### config.mk
export PLATFORM = sky130hd
export DESIGN_NAME = matrix_result_streamer
export DESIGN_NICKNAME = d
export VERILOG_FILES = /design/src/rtl/matrix_result_streamer_pkg.sv /design/src/rtl/matrix_result_streamer_idx_counter.sv /design/src/rtl/matrix_result_streamer.sv
export SDC_FILE = /design/constraint.sdc
export NUM_CORES = 1
export LEC_CHECK = 0
export BUFFER_PORTS_ARGS = -buffer_cell sky130_fd_sc_hd__clkbuf_2
export CAP_MARGIN = 40
export CORE_ASPECT_RATIO = 2
export CORE_UTILIZATION = 45
export CTS_BUF_LIST = sky130_fd_sc_hd__clkbuf_4 sky130_fd_sc_hd__clkbuf_8 sky130_fd_sc_hd__clkbuf_16
export DETAILED_ROUTE_END_ITERATION = 8
export HOLD_SLACK_MARGIN = 0.03
export PLACE_DENSITY_LB_ADDON = 0.12
export RECOVER_POWER = 25
export SKIP_LAST_GASP = 1
export SLEW_MARGIN = 20
export SYNTH_ARGS = -nofsm -noshare
export SYNTH_HDL_FRONTEND = slang
export SYNTH_SLANG_ARGS = --single-unit
export TNS_END_PERCENT = 30
### constraint.sdc
create_clock -name clk -period 3.2 [get_ports clk]
set_input_delay 0.96 -clock clk [delete_from_list [all_inputs] [get_ports clk]]
set_output_delay 0.96 -clock clk [all_outputs]
set_load 0.03 [all_outputs]
### src/rtl/matrix_result_streamer_pkg.sv
// rtl/matrix_result_streamer_pkg.sv - shared constants, state encoding and element offset helper
package matrix_result_streamer_pkg;

    localparam int MAT_DIM = 3;
    localparam int ELEM_W  = 8;
    localparam int MAT_W   = MAT_DIM * MAT_DIM * ELEM_W;
    localparam logic [1:0] IDX_MAX = 2'd2;

    typedef enum logic [1:0] {
        IDLE = 2'd0,
        SEND = 2'd1,
        DONE = 2'd2
    } state_t;

    // Bit offset of element (row,col) inside the concatenated matrix bus.
    function automatic logic [6:0] elem_offset(input logic [1:0] row, input logic [1:0] col);
        return 7'(ELEM_W * (MAT_DIM * int'(row) + int'(col)));
    endfunction

endpackage

### src/rtl/matrix_result_streamer_idx_counter.sv
// rtl/matrix_result_streamer_idx_counter.sv - 0..2 enable counter with synchronous clear and wrap flag
module stream_idx_counter
    import matrix_result_streamer_pkg::*;
(
    input  logic       clk,
    input  logic       rst,
    input  logic       clr,
    input  logic       en,
    output logic [1:0] count,
    output logic       wrap
);

    // Wrap is qualified by enable so it can directly enable the next counter in the chain.
    assign wrap = en && (count == IDX_MAX);

    always_ff @(posedge clk or posedge rst) begin
        if (rst) begin
            count <= 2'd0;
        end else if (clr) begin
            count <= 2'd0;
        end else if (en) begin
            count <= wrap ? 2'd0 : count + 2'd1;
        end
    end

endmodule

### src/rtl/matrix_result_streamer.sv
// rtl/matrix_result_streamer.sv - streams a captured 3x3 result matrix element by element; MATRIX_STREAM_TRANSPOSE_EN selects column-major order
module matrix_result_streamer #(
    parameter int DIM    = 3,
    parameter int ELEM_W = 8
) (
    input  logic                      clk,
    input  logic                      rst,
    input  logic                      start,
    input  logic [DIM*DIM*ELEM_W-1:0] matrix_in,
    output logic                      busy,
    output logic                      out_valid,
    input  logic                      out_ready,
    output logic [ELEM_W-1:0]         out_data,
    output logic [1:0]                out_row,
    output logic [1:0]                out_col,
    output logic                      out_last,
    output logic                      done
);
    import matrix_result_streamer_pkg::*;

    state_t                    state;
    logic [DIM*DIM*ELEM_W-1:0] shadow;
    logic [1:0]                row;
    logic [1:0]                col;
    logic                      xfer;
    logic                      at_last;
    logic                      step;
    logic                      clr;
    logic                      inner_wrap;
    logic                      unused_outer_wrap;

    assign xfer    = out_valid && out_ready;
    assign at_last = (row == IDX_MAX) && (col == IDX_MAX);
    // Indices freeze on the final element so they still read (2,2) during DONE.
    assign step    = xfer && !at_last;
    assign clr     = (state == IDLE) && start;

`ifdef MATRIX_STREAM_TRANSPOSE_EN
    stream_idx_counter u_inner (
        .clk(clk), .rst(rst), .clr(clr), .en(step),
        .count(row), .wrap(inner_wrap)
    );
    stream_idx_counter u_outer (
        .clk(clk), .rst(rst), .clr(clr), .en(inner_wrap),
        .count(col), .wrap(unused_outer_wrap)
    );
`else
    stream_idx_counter u_inner (
        .clk(clk), .rst(rst), .clr(clr), .en(step),
        .count(col), .wrap(inner_wrap)
    );
    stream_idx_counter u_outer (
        .clk(clk), .rst(rst), .clr(clr), .en(inner_wrap),
        .count(row), .wrap(unused_outer_wrap)
    );
`endif

    always_ff @(posedge clk or posedge rst) begin
        if (rst) begin
            state     <= IDLE;
            shadow    <= '0;
            busy      <= 1'b0;
            out_valid <= 1'b0;
            done      <= 1'b0;
        end else begin
            case (state)
                IDLE: begin
                    done <= 1'b0;
                    if (start) begin
                        shadow    <= matrix_in;
                        state     <= SEND;
                        busy      <= 1'b1;
                        out_valid <= 1'b1;
                    end
                end
                SEND: begin
                    if (xfer && at_last) begin
                        state     <= DONE;
                        out_valid <= 1'b0;
                        done      <= 1'b1;
                    end
                end
                DONE: begin
                    state <= IDLE;
                    busy  <= 1'b0;
                    done  <= 1'b0;
                end
                default: begin
                    state     <= IDLE;
                    busy      <= 1'b0;
                    out_valid <= 1'b0;
                    done      <= 1'b0;
                end
            endcase
        end
    end

    assign out_data = shadow[elem_offset(row, col) +: ELEM_W];
    assign out_row  = row;
    assign out_col  = col;
    assign out_last = out_valid && at_last;

endmodule

After elaboration in Yosys (flattened, before gate mapping)
Cells that the tools add are included.

$add $sub $neg: 3. Multipliers: 1. Equal/unequal tests: 6. Shift operators: 1. Mux-type cells: 15. Bitwise operators: 2. Reductions and logical operators: 16.

Operator list (number): $shiftx 72x8->8 (1); $mux 2 (8); $logic_and 1x1->1 (8); $eq 2x2->1 const B (3); $reduce_and 2->1 (3); $add 2x1->2 const B (2); $add 4x2->4 (1); $mul 2x2->4 const A (1); $mux 1 (4); $ne 2x2->1 const B (2); $pmux 2 s2 (1); $reduce_bool 2->1 (2); $pmux 1 s3 (1); $reduce_and 3->1 (1); $eq 2x1->1 const B (1); $logic_not 2->1 (1); $not 1->1 (2); $pmux 1 s2 (1); $logic_not 1->1 (1).

Flip-flop bits (word level): 81. Bits of input ports: 76. Output and inout bits: 16. Word-level logic and storage cells: 51.

Longest topological paths before layout
Depth after elaboration: 9. Gate-level depth with buffers: 7. Depth with buffers taken out: 6.

By module
From an unflattened synthesis, not the netlist that was laid out.

Cells, all modules: 267. Area, all modules: 3812.4 µm².

Modules (own cells, without submodules): matrix_result_streamer (instances 1, cells an instance 245, area an instance 3612.2 µm², seq. area each 1926.8 µm²); stream_idx_counter (instances 2, cells an instance 11, area an instance 100.1 µm², seq. area each 50.0 µm²).

Least setup slack after synthesis
No wires, ideal clock.

Path type: flip-flop to output port. From: reg u_outer.count[1]. To: out out_data[7]. Arrival: 2.956 ns. Data required time: 2.240 ns. Setup slack: -0.716 ns. Cell stages (with the launch flop): 8. Path buffers: 1. Path through: dfrtp_1 > fa_1 > ha_1 > fa_1 > buf_2 > nand2_1 > o22ai_1 > o31ai_1.

Cells in the longest elaborated chain, start to end: 3.

Ends and longest elaborated chain: from (decl) (RTL line matrix_result_streamer_idx_counter.sv:9) `output logic [1:0] count,`; from (signal assigned) (RTL line matrix_result_streamer_idx_counter.sv:22) `count <= wrap ? 2'd0 : count + 2'd1;`; $mul 2x2->4 (RTL line matrix_result_streamer_pkg.sv:17) `return 7'(ELEM_W * (MAT_DIM * int'(row) + int'(col)));`; $add 4x2->4 (RTL line matrix_result_streamer_pkg.sv:17); $shiftx 72x8->8 (RTL line matrix_result_streamer.sv:98) `assign out_data = shadow[elem_offset(row, col) +: ELEM_W];`; to (decl) (RTL line matrix_result_streamer.sv:13) `output logic [ELEM_W-1:0] out_data,`.

Every way passes these cells.

Final worst setup path
From: reg u_outer.count[0]. To: out out_data[6].

The elaborated chain is that of the path after synthesis.

==> flow_summary.ini <==
[run_status]
run_status = complete, but fails checks
violations = capacitance limit, slew limit, setup timing

[route]
drt-wirelength-per-cell_um = 17.9
drc = 0
drt_wl_total_um = 8280
drtIter0Drc = 124
route.vias.total = 2471
vias_per_cell = 5.35
first_pass_iters = 4
antenna_left = 0

[die]
die_area_um2 = 8760
row_count = 46
dieHeight_um = 131
core_area_um2 = 8000
ioPinCount = 92
die_x_um = 66.7
initial_core_util_pct = 47.1

[sta]
finalSetupViolCount = 8
tightest_slew_ns = 1.81
fin_crit_ns = 3.77
fmax_mhz = 265
timing.final.ws_setup_ns = -0.568
fin_crit_sh_pct = 118
skew_ns = 0.00441
hold_viol_final = 0
slew_viol_final = 41
maxSlewHeadroom_pct = -21.4
setup_tns_ns = -4.46
rsz0062_at_grt = yes

[global_routing]
grt_overflow = 0
grt_max_degree = 79
grt_use_total_pct = 21.8
grt_pass1_vias = 2779
grt_pass1_wl_um = 13900
antenna_found_initial = 0

[setup_path]
crit_required_ns = 2.24
endpoint_kind = output pin
worstRegToRegCells = 3
setup.reg_to_reg.worst_slack_ns = 1.61
crit_type = reg -> out
worstPathArrival_ns = 2.81
worst_setup_path_start_kind = flop
crit_fanout = 5

[synthesis]
postSynthCellCount = 262
synth.cell_area_um2 = 3770
yosysWarnings = 0
syn_avg_cell_area_um2 = 14.4
synth-seq-cells = 81
synthDistinctLibCells = 33
ys_seq_area_share_pct = 53.8
synth_fp_nets = 343

[power]
switching_share_pct = 37.6
seqPwrFrac_pct = 26.5
intPower_w = 0.00421
p_switching_w = 0.00253
clockPowerShare_pct = 15.3
power.density_cell_area_nw_per_um2 = 1350
irDropWorstVdd_uv = 861
p_total_w = 0.00674
combPwrFrac_pct = 58.2
p_leak_nw = 2.22

[cells_and_area]
nFillCells = 601
nNetsFinal = 444
drive_gt1_share_pct = 64.2
area_growth_pct = 32.4
diodes = 0

[clocking]
hold_buffers = 0
cts.sinks = 81
root_buffer = clkbuf_16
path_clk_slew_ns = 0.06
cts_tree = done
clockBufferDepth = 2
clkLatencyLatePin_ns = 0.33
postCtsSetupBuffers = 0
h-tree-depth = 3
cts_buffers = 9

[min_path]
holdPathStages = 1
min_path_type = reg -> reg

[job]
cap_violations = 1

[place]
place_hpwl_um = 6160
routabilityCongestion = 0.761
port-buffer-count = 91
-- path summary, 6_finish.rpt --
check                                      start               end
worst max register to register          state[0]        shadow[42]
worst max-delay path            u_outer.count[0]       out_data[6]
worst min-delay path                        busy              busy
worst min register to register              busy              busy
min in group asynchronous                    rst        shadow[21]
max in group asynchronous                    rst  u_outer.count[1]
-- flip-flops by register name, indices dropped and copies added (netlist names) --
| name | count |
|---|---|
| u_inner.count | 2 |
| done | 1 |
| out_valid | 1 |
| state | 2 |
| busy | 1 |
| u_outer.count | 2 |
| shadow | 72 |
-- cell type report --
class                      instances  area (µm²)  area share [%]
clock buffer                      12         260            5.22
clock inverter                     2        38.8           0.778
inverter                           5        20.0           0.402
multi-input combinational        161        1830            36.8
sequential                        81        2030            40.7
tap                               96         120            2.41
timing repair buffer             105         683            13.7
-- power groups by stage --
stage                     registers (W)  clock network, W  logic [W]
after global placement          0.00178                 0    0.00337
final                           0.00179           0.00103    0.00393
after floorplan                 0.00179                 0    0.00252
after global routing            0.00186           0.00109    0.00417
after CTS                       0.00179           0.00105    0.00398
after detailed placement        0.00181                 0    0.00342
-- metrics by stage --
step                      hold slack (ns)  utilization, %  setup slack (ns)  instances  area (µm²)
after floorplan                     0.452               -            -0.224        262        3890
final                               0.480            62.3            -0.568        462        4990
after CTS                           0.485            62.3            -0.583        462        4980
after global placement              0.464            56.5            -0.284        448        4520
after global routing                0.511            62.3            -0.670        462        4990
after detailed placement            0.472            56.5            -0.360        448        4520
-- worst max-delay path: stages (launching register included) --
cell and delay, ns:
dfrtp_2 0.41, fa_1 0.54, ha_2 0.18, fa_2 0.54
nor4b_4 0.27, buf_4 0.18, nand2_1 0.09, o31ai_4 0.07
clkbuf_8 0.20
-- layer usage --
layer  vias up  track usage [%]  wire, µm
met2        62             37.3      4650
li1       1167                -         -
met5         -                0         0
met1      1229             24.5      3080
met4         0             11.1       221
met3        13             4.43       334
-- kinds of logic (layout without fill, tap and decap cells) --
group / after synthesis / in the layout / share of synthesized area, %
AOI/OAI and AO/OA: 27 / 27 / 4.75
adders and majority gates: 5 / 5 / 2.06
and+or+nand+nor: 32 / 32 / 4.68
muxes: 97 / 97 / 31.4
DFF: 81 / 81 / 53.8
buffers and inverters: 20 / 124 / 3.32
-- Yosys cell counts (all sizes together) --
cell type	n	area, µm²
o22ai	8	50.1
nor3	1	5.00
fa	2	40.0
nand2b	1	6.26
nand2	12	45.0
o21bai	1	7.51
nor2b	1	6.26
nor4b	1	23.8
a21o	1	7.51
o21ai	3	15.0
and4b	1	10.0
clkbuf	1	3.75
o31ai	8	60.1
and3b	1	8.76
a21oi	4	20.0
o21ba	1	10.0
mux4	8	180
o32ai	1	8.76
buf	14	103
mux2i	1	10.0
ha	3	37.5
or3	2	12.5
mux2	88	991
dfrtp	81	2030
nor3b	1	12.5
nor2	10	37.5
inv	5	18.8
nand4b	1	8.76
-- layout by cell type, fill, tap and decap left out, types with 2 or more instances in the layout --
cell and n:
o31ai_4 8, or3_1 2, mux4_2 8, dfrtp_2 3
clkbuf_16 9, mux2_1 10, ha_1 2, clkbuf_2 82
nand2_1 7, a21oi_1 4, buf_12 4, buf_4 9
mux2_2 78, o22ai_2 5, o21ai_0 3, inv_1 4
clkbuf_8 10, o22ai_4 3, nor2_1 10, nand2_2 4
dfrtp_1 78
-- what timing repair did --
action / CTS / global route
resized for setup: 35 / 1
setup endpoints to repair: 8 / 8
pin swaps: 9 / 1
No activity file was read; power rests on OpenSTA's default activity.
